`src/rtl/axi_sft_tmr_decerr_rd_resp.sv`:
```
`default_nettype none
// ============================================================================
// Module   : axi_sft_tmr_decerr_rd_resp
// Brief    : Triplicated read decode-error responder. Accepts read commands
//            flagged as DECERR, returns a DECERR R burst of arlen+1 beats and
//            then strobes a completion back to the address stage. All control
//            state is held in three voted, self-scrubbing copies.
// Revision : 1.0 - initial release
// ============================================================================
module axi_sft_tmr_decerr_rd_resp #(
    parameter int ID_WIDTH   = 8,
    parameter int DATA_WIDTH = 32
) (
    input  logic                  clk,
    input  logic                  rst,
    input  logic [ID_WIDTH-1:0]   s_rc_id,
    input  logic [7:0]            s_rc_len,
    input  logic                  s_rc_decerr,
    input  logic                  s_rc_valid,
    output logic                  s_rc_ready,
    output logic [ID_WIDTH-1:0]   m_axi_rid,
    output logic [DATA_WIDTH-1:0] m_axi_rdata,
    output logic [1:0]            m_axi_rresp,
    output logic                  m_axi_rlast,
    output logic                  m_axi_rvalid,
    input  logic                  m_axi_rready,
    output logic [ID_WIDTH-1:0]   m_cpl_id,
    output logic                  m_cpl_valid,
    input  logic [2:0]            tmr_inject,
    output logic                  tmr_err
);

    typedef enum logic [0:0] {
        S_IDLE = 1'b0,
        S_RESP = 1'b1
    } state_t;

    localparam logic [1:0] c_RESP_DECERR = 2'b11;

    // Three copies of every control register
    state_t              r_state  [3];
    logic [7:0]          r_cnt    [3];
    logic [ID_WIDTH-1:0] r_id     [3];
    logic                r_cpl_v  [3];
    logic [ID_WIDTH-1:0] r_cpl_id [3];
    logic                r_tmr_err;

    // Voted views of the copies
    state_t              w_state;
    logic [7:0]          w_cnt;
    logic [ID_WIDTH-1:0] w_id;
    logic                w_cpl_v;
    logic [ID_WIDTH-1:0] w_cpl_id;
    logic                w_mismatch;

    // Next values, computed from voted state only and loaded into all copies
    state_t              w_nxt_state;
    logic [7:0]          w_nxt_cnt;
    logic [ID_WIDTH-1:0] w_nxt_id;
    logic                w_nxt_cpl_v;
    logic [ID_WIDTH-1:0] w_nxt_cpl_id;
    logic                w_cmd_hs;

    // Bitwise majority vote of each field and detection of any disagreeing copy
    always_comb begin
        w_state  = state_t'((r_state[0] & r_state[1]) | (r_state[0] & r_state[2]) |
                            (r_state[1] & r_state[2]));
        w_cnt    = (r_cnt[0] & r_cnt[1]) | (r_cnt[0] & r_cnt[2]) | (r_cnt[1] & r_cnt[2]);
        w_id     = (r_id[0] & r_id[1]) | (r_id[0] & r_id[2]) | (r_id[1] & r_id[2]);
        w_cpl_v  = (r_cpl_v[0] & r_cpl_v[1]) | (r_cpl_v[0] & r_cpl_v[2]) |
                   (r_cpl_v[1] & r_cpl_v[2]);
        w_cpl_id = (r_cpl_id[0] & r_cpl_id[1]) | (r_cpl_id[0] & r_cpl_id[2]) |
                   (r_cpl_id[1] & r_cpl_id[2]);
        w_mismatch = 1'b0;
        for (int k = 0; k < 3; k++) begin
            if ((r_state[k] != w_state) || (r_cnt[k] != w_cnt) || (r_id[k] != w_id) ||
                (r_cpl_v[k] != w_cpl_v) || (r_cpl_id[k] != w_cpl_id)) begin
                w_mismatch = 1'b1;
            end
        end
    end

    assign s_rc_ready   = (w_state == S_IDLE) & ~rst;
    assign m_axi_rvalid = (w_state == S_RESP);
    assign m_axi_rid    = w_id;
    assign m_axi_rdata  = '0;
    assign m_axi_rresp  = c_RESP_DECERR;
    assign m_axi_rlast  = (w_state == S_RESP) && (w_cnt == 8'd0);
    assign m_cpl_valid  = w_cpl_v;
    assign m_cpl_id     = w_cpl_id;
    assign tmr_err      = r_tmr_err;
    assign w_cmd_hs     = s_rc_valid & s_rc_ready;

    // Responder control: capture DECERR commands, count beats, retire on last
    always_comb begin
        w_nxt_state  = w_state;
        w_nxt_cnt    = w_cnt;
        w_nxt_id     = w_id;
        w_nxt_cpl_v  = 1'b0;
        w_nxt_cpl_id = w_cpl_id;
        case (w_state)
            S_IDLE: begin
                // Non-DECERR commands are consumed silently
                if (w_cmd_hs && s_rc_decerr) begin
                    w_nxt_id    = s_rc_id;
                    w_nxt_cnt   = s_rc_len;
                    w_nxt_state = S_RESP;
                end
            end
            S_RESP: begin
                if (m_axi_rready) begin
                    if (w_cnt != 8'd0) begin
                        w_nxt_cnt = w_cnt - 8'd1;
                    end else begin
                        w_nxt_state  = S_IDLE;
                        w_nxt_cpl_v  = 1'b1;
                        w_nxt_cpl_id = w_id;
                    end
                end
            end
            default: w_nxt_state = S_IDLE;
        endcase
    end

    // Each copy reloads the voted next value; injection flips one copy's state bit
    for (genvar k = 0; k < 3; k++) begin : g_copy
        always_ff @(posedge clk or posedge rst) begin
            if (rst) begin
                r_state[k]  <= S_IDLE;
                r_cnt[k]    <= 8'd0;
                r_id[k]     <= '0;
                r_cpl_v[k]  <= 1'b0;
                r_cpl_id[k] <= '0;
            end else begin
                r_state[k]  <= state_t'(w_nxt_state ^ tmr_inject[k]);
                r_cnt[k]    <= w_nxt_cnt;
                r_id[k]     <= w_nxt_id;
                r_cpl_v[k]  <= w_nxt_cpl_v;
                r_cpl_id[k] <= w_nxt_cpl_id;
            end
        end
    end

    // One-cycle error pulse following any cycle with a disagreeing copy
    always_ff @(posedge clk or posedge rst) begin
        if (rst) begin
            r_tmr_err <= 1'b0;
        end else begin
            r_tmr_err <= w_mismatch;
        end
    end

endmodule
`default_nettype wire
```
`config.mk`:
```
export PLATFORM = sky130hd
export DESIGN_NAME = axi_sft_tmr_decerr_rd_resp
export DESIGN_NICKNAME = d
export VERILOG_FILES = /design/src/rtl/axi_sft_tmr_decerr_rd_resp.sv
export SDC_FILE = /design/constraint.sdc
export NUM_CORES = 1
export LEC_CHECK = 0
export ABC_AREA = 1
export ABC_CLOCK_PERIOD_IN_PS = 1950
export CAP_MARGIN = 20
export CELL_PAD_IN_SITES_DETAIL_PLACEMENT = 1
export CELL_PAD_IN_SITES_GLOBAL_PLACEMENT = 1
export CORE_ASPECT_RATIO = 2
export CORE_MARGIN = 3
export CORE_UTILIZATION = 29
export CTS_BUF_LIST = sky130_fd_sc_hd__clkbuf_4 sky130_fd_sc_hd__clkbuf_8 sky130_fd_sc_hd__clkbuf_16
export DETAILED_ROUTE_END_ITERATION = 16
export PLACE_DENSITY_LB_ADDON = 0.25
export SKIP_CTS_REPAIR_TIMING = 1
export SLEW_MARGIN = 15
export SYNTH_ARGS = -nofsm -noshare
export SYNTH_HDL_FRONTEND = slang
export SYNTH_SLANG_ARGS = --single-unit
```
`constraint.sdc`:
```
create_clock -name clk -period 1.95 [get_ports clk]
set_input_delay 0.585 -clock clk [delete_from_list [all_inputs] [get_ports clk]]
set_output_delay 0.585 -clock clk [all_outputs]
set_load 0.005 [all_outputs]
```
==> flow_metrics.py <==
metrics = {
    "layout": {
        "most-common-layout-cells": "61 x nand2_1, 41 x clkdlybuf4s50_1, 34 x conb_1",
        "nets": 314,
        "drive_gt1_frac": 0.1661,
        "layout_commonest_cell": "nand2_1",
        "fillers": 728,
        "diodes": 0,
        "synthToLayoutAreaGrowth_pct": 37.07,
        "instances_no_fill": 350,
    },
    "synth": {
        "synth.distinct_cells": 25,
        "synth-seq-area-share": 0.4143,
        "yosysWarnings": 0,
        "synth.area.top_cells": "dfrtp_1 41%, buf_4 15%, nand2_1 13%",
        "synth-edff-count": 0,
        "syn-cell-area_um2": 1752,
        "syn_inst": 226,
        "ys_seq_elements": 29,
        "synth_top_flop_cell": "dfrtp_1",
        "synth_top_area_share": 0.4143,
        "synth-async-reset-ratio": 1.000,
        "synth_top_area_cell": "dfrtp_1",
        "syn_area_per_cell_um2": 7.751,
    },
    "critical_path": {
        "crit_arrival_ps": 1310,
        "cp-startpoint": "r_cnt[1]$_DFFE_PP0P_",
        "reg2reg_from": "r_cnt[1]$_DFFE_PP0P_",
        "end_kind": "primary output",
        "worstPathRequired_ps": 1360,
        "crit_type": "reg2out",
        "cp_max_fo": 2,
        "startpoint_type": "flip-flop",
    },
    "sta": {
        "post-route-period-util": 0.9693,
        "setup-tns-final_ps": 0,
        "setup_viol": 0,
        "maxSlewViolCount": 0,
        "hold_violations": 0,
        "grt_setup_unrepaired": "yes",
        "skew_ps": 2.036,
        "hold_slack_ps": 487.1,
        "timing.final.crit_period_ps": 1890,
        "max_freq_mhz": 529.1,
    },
    "power": {
        "power_mw": 3.640,
        "ir_drop_v": 0.0005880,
        "internal_power_mw": 2.298,
        "switching_share": 0.3686,
        "cellLeakagePower_nw": 1.267,
        "p_comb_frac": 0.508,
        "power_switching_mw": 1.342,
        "powerDensity_nw_per_um2": 1516,
        "clockPowerShare": 0.206,
        "sequentialPowerShare": 0.286,
    },
    "clock_network": {
        "worstSkewPairLatency_ps": 260,
        "root_buffer": "clkbuf_16",
        "clock_path_buffers": 2,
        "clk_pin_slew_ps": 50,
        "numClockSinks": 29,
        "cts_tree": "yes",
        "cts-buffers-inserted": 5,
        "cts_max_level": 2,
    },
    "grt": {
        "antenna_found_initial": 0,
        "overflow": 0,
        "grt_first_pass_wirelength_um": 7176,
        "grt_max_degree": 30,
        "grt_pass1_vias": 1542,
        "grt_usage": 0.1383,
    },
    "placement": {
        "dp_hpwl_um": 3525,
        "port_buffers": 44,
        "placed_cells_incl_taps": 342,
        "gp_congestion": 0.8745,
    },
    "detailed_routing": {
        "vias": 1504,
        "drc_errors": 0,
        "vias_per_cell": 4.297,
        "antenna_left": 0,
        "routed_wirelength_um": 4504,
        "routedWlPerCell_um": 12.87,
        "dr.pass1.iters": 3,
        "drtIter0Drc": 39,
    },
    "die": {
        "initial_core_util": 0.3042,
        "core_region_area_um2": 5758,
        "dieArea_um2": 7065,
        "die_width_um": 60.96,
        "rows": 39,
        "io_pins": 79,
        "chipHeight_um": 115.9,
    },
    "run_status": {
        "status": "finished clean",
    },
    "flow_run": {
        "drv_cap": 0,
    },
    "min_path": {
        "holdCritStartpoint": "r_cpl_id[3]$_DFFE_PP0P_",
        "hold_path_class": "reg2reg",
    },
}
-- synth_stat cells (2+ instances only) --
library cell	n
nor2_1	23
conb_1	2
o21ai_1	8
nand3b_1	3
nand4_1	4
dfrtp_1	29
o21ai_0	9
inv_2	6
buf_6	3
xor2_1	3
nand2_1	61
inv_1	24
buf_4	34
nand2_2	6
-- through the flow --
step,instance area [um2],util,setup WS [ps]
detailed placement,2232,0.3877,-238.6
global placement,2232,0.3877,-236.3
finish,2401,0.4170,59.91
CTS,2379,0.4131,-378.2
global route,2401,0.4170,-24.49
floorplan,1872,-,21.32
-- critical path, stage by stage, from the launching register on --
cell and delay, ps:
dfrtp_1 390, inv_2 80, ha_4 140, nand3_2 90, inv_2 60, nand2_2 70, nor2_4 90, clkbuf_2 120
-- sequential cells by signal, indices dropped and copies added (netlist names) --
signal / count
r_cnt: 8
r_cpl_id: 8
r_cpl_v: 1
r_id: 8
r_state: 3
tmr_err: 1
-- layer usage --
layer,wire length [um],vias to the layer above,part of all wire,GRT usage
li1,-,736,-,-
met1,1485,714,0.33,0.1338
met2,2729,49,0.61,0.2738
met3,232,5,0.052,0.02676
met4,55,0,0.012,0.04342
met5,0,-,0,0
-- cell type report --
cell class | instances | area [um2] | share of cell area
Sequential cell | 29 | 725.7 | 0.3022
Timing Repair Buffer | 61 | 580.6 | 0.2418
Inverter | 31 | 118.9 | 0.04951
Tap cell | 61 | 76.32 | 0.03179
Multi-Input combinational cell | 161 | 753.2 | 0.3137
Clock buffer | 7 | 146.4 | 0.06097
-- path summary, 6_finish.rpt --
kind	to	slack (ps)	cells after the start
max	m_axi_rlast	60	7
max in group asynchronous	r_cpl_id[3]$_DFFE_PP0P_	840	3
min	r_cpl_id[3]$_DFFE_PP0P_	490	2
min reg2reg	r_cpl_id[3]$_DFFE_PP0P_	490	2
max reg2reg	r_cnt[7]$_DFFE_PP0P_	400	10
min in group asynchronous	r_cpl_v[0]$_DFF_PP0_	830	3
-- logic make-up (layout without fill, tap and decap cells) --
family          count (synthesis)  count (layout)  synth area share
compound gates                 20              20           0.06571
simple gates                  103             103            0.2607
other cells                     2              34          0.004287
xor+xnor                        3               3           0.01500
flops                          29              29            0.4143
fa+ha+maj                       1               1          0.007142
buf+inv                        68              99            0.2329
-- power groups by stage --
stage | logic, mW | registers [mW] | clock network [mW]
6_report | 1.85 | 1.04 | 0.750
3_5_place_dp | 1.82 | 1.04 | 0
4_1_cts | 1.84 | 1.04 | 0.774
3_3_place_gp | 1.78 | 1.04 | 0
5_1_grt | 2.10 | 1.08 | 0.801
2_1_floorplan | 0.948 | 1.06 | 0
Power figures use the tool's default switching activity.
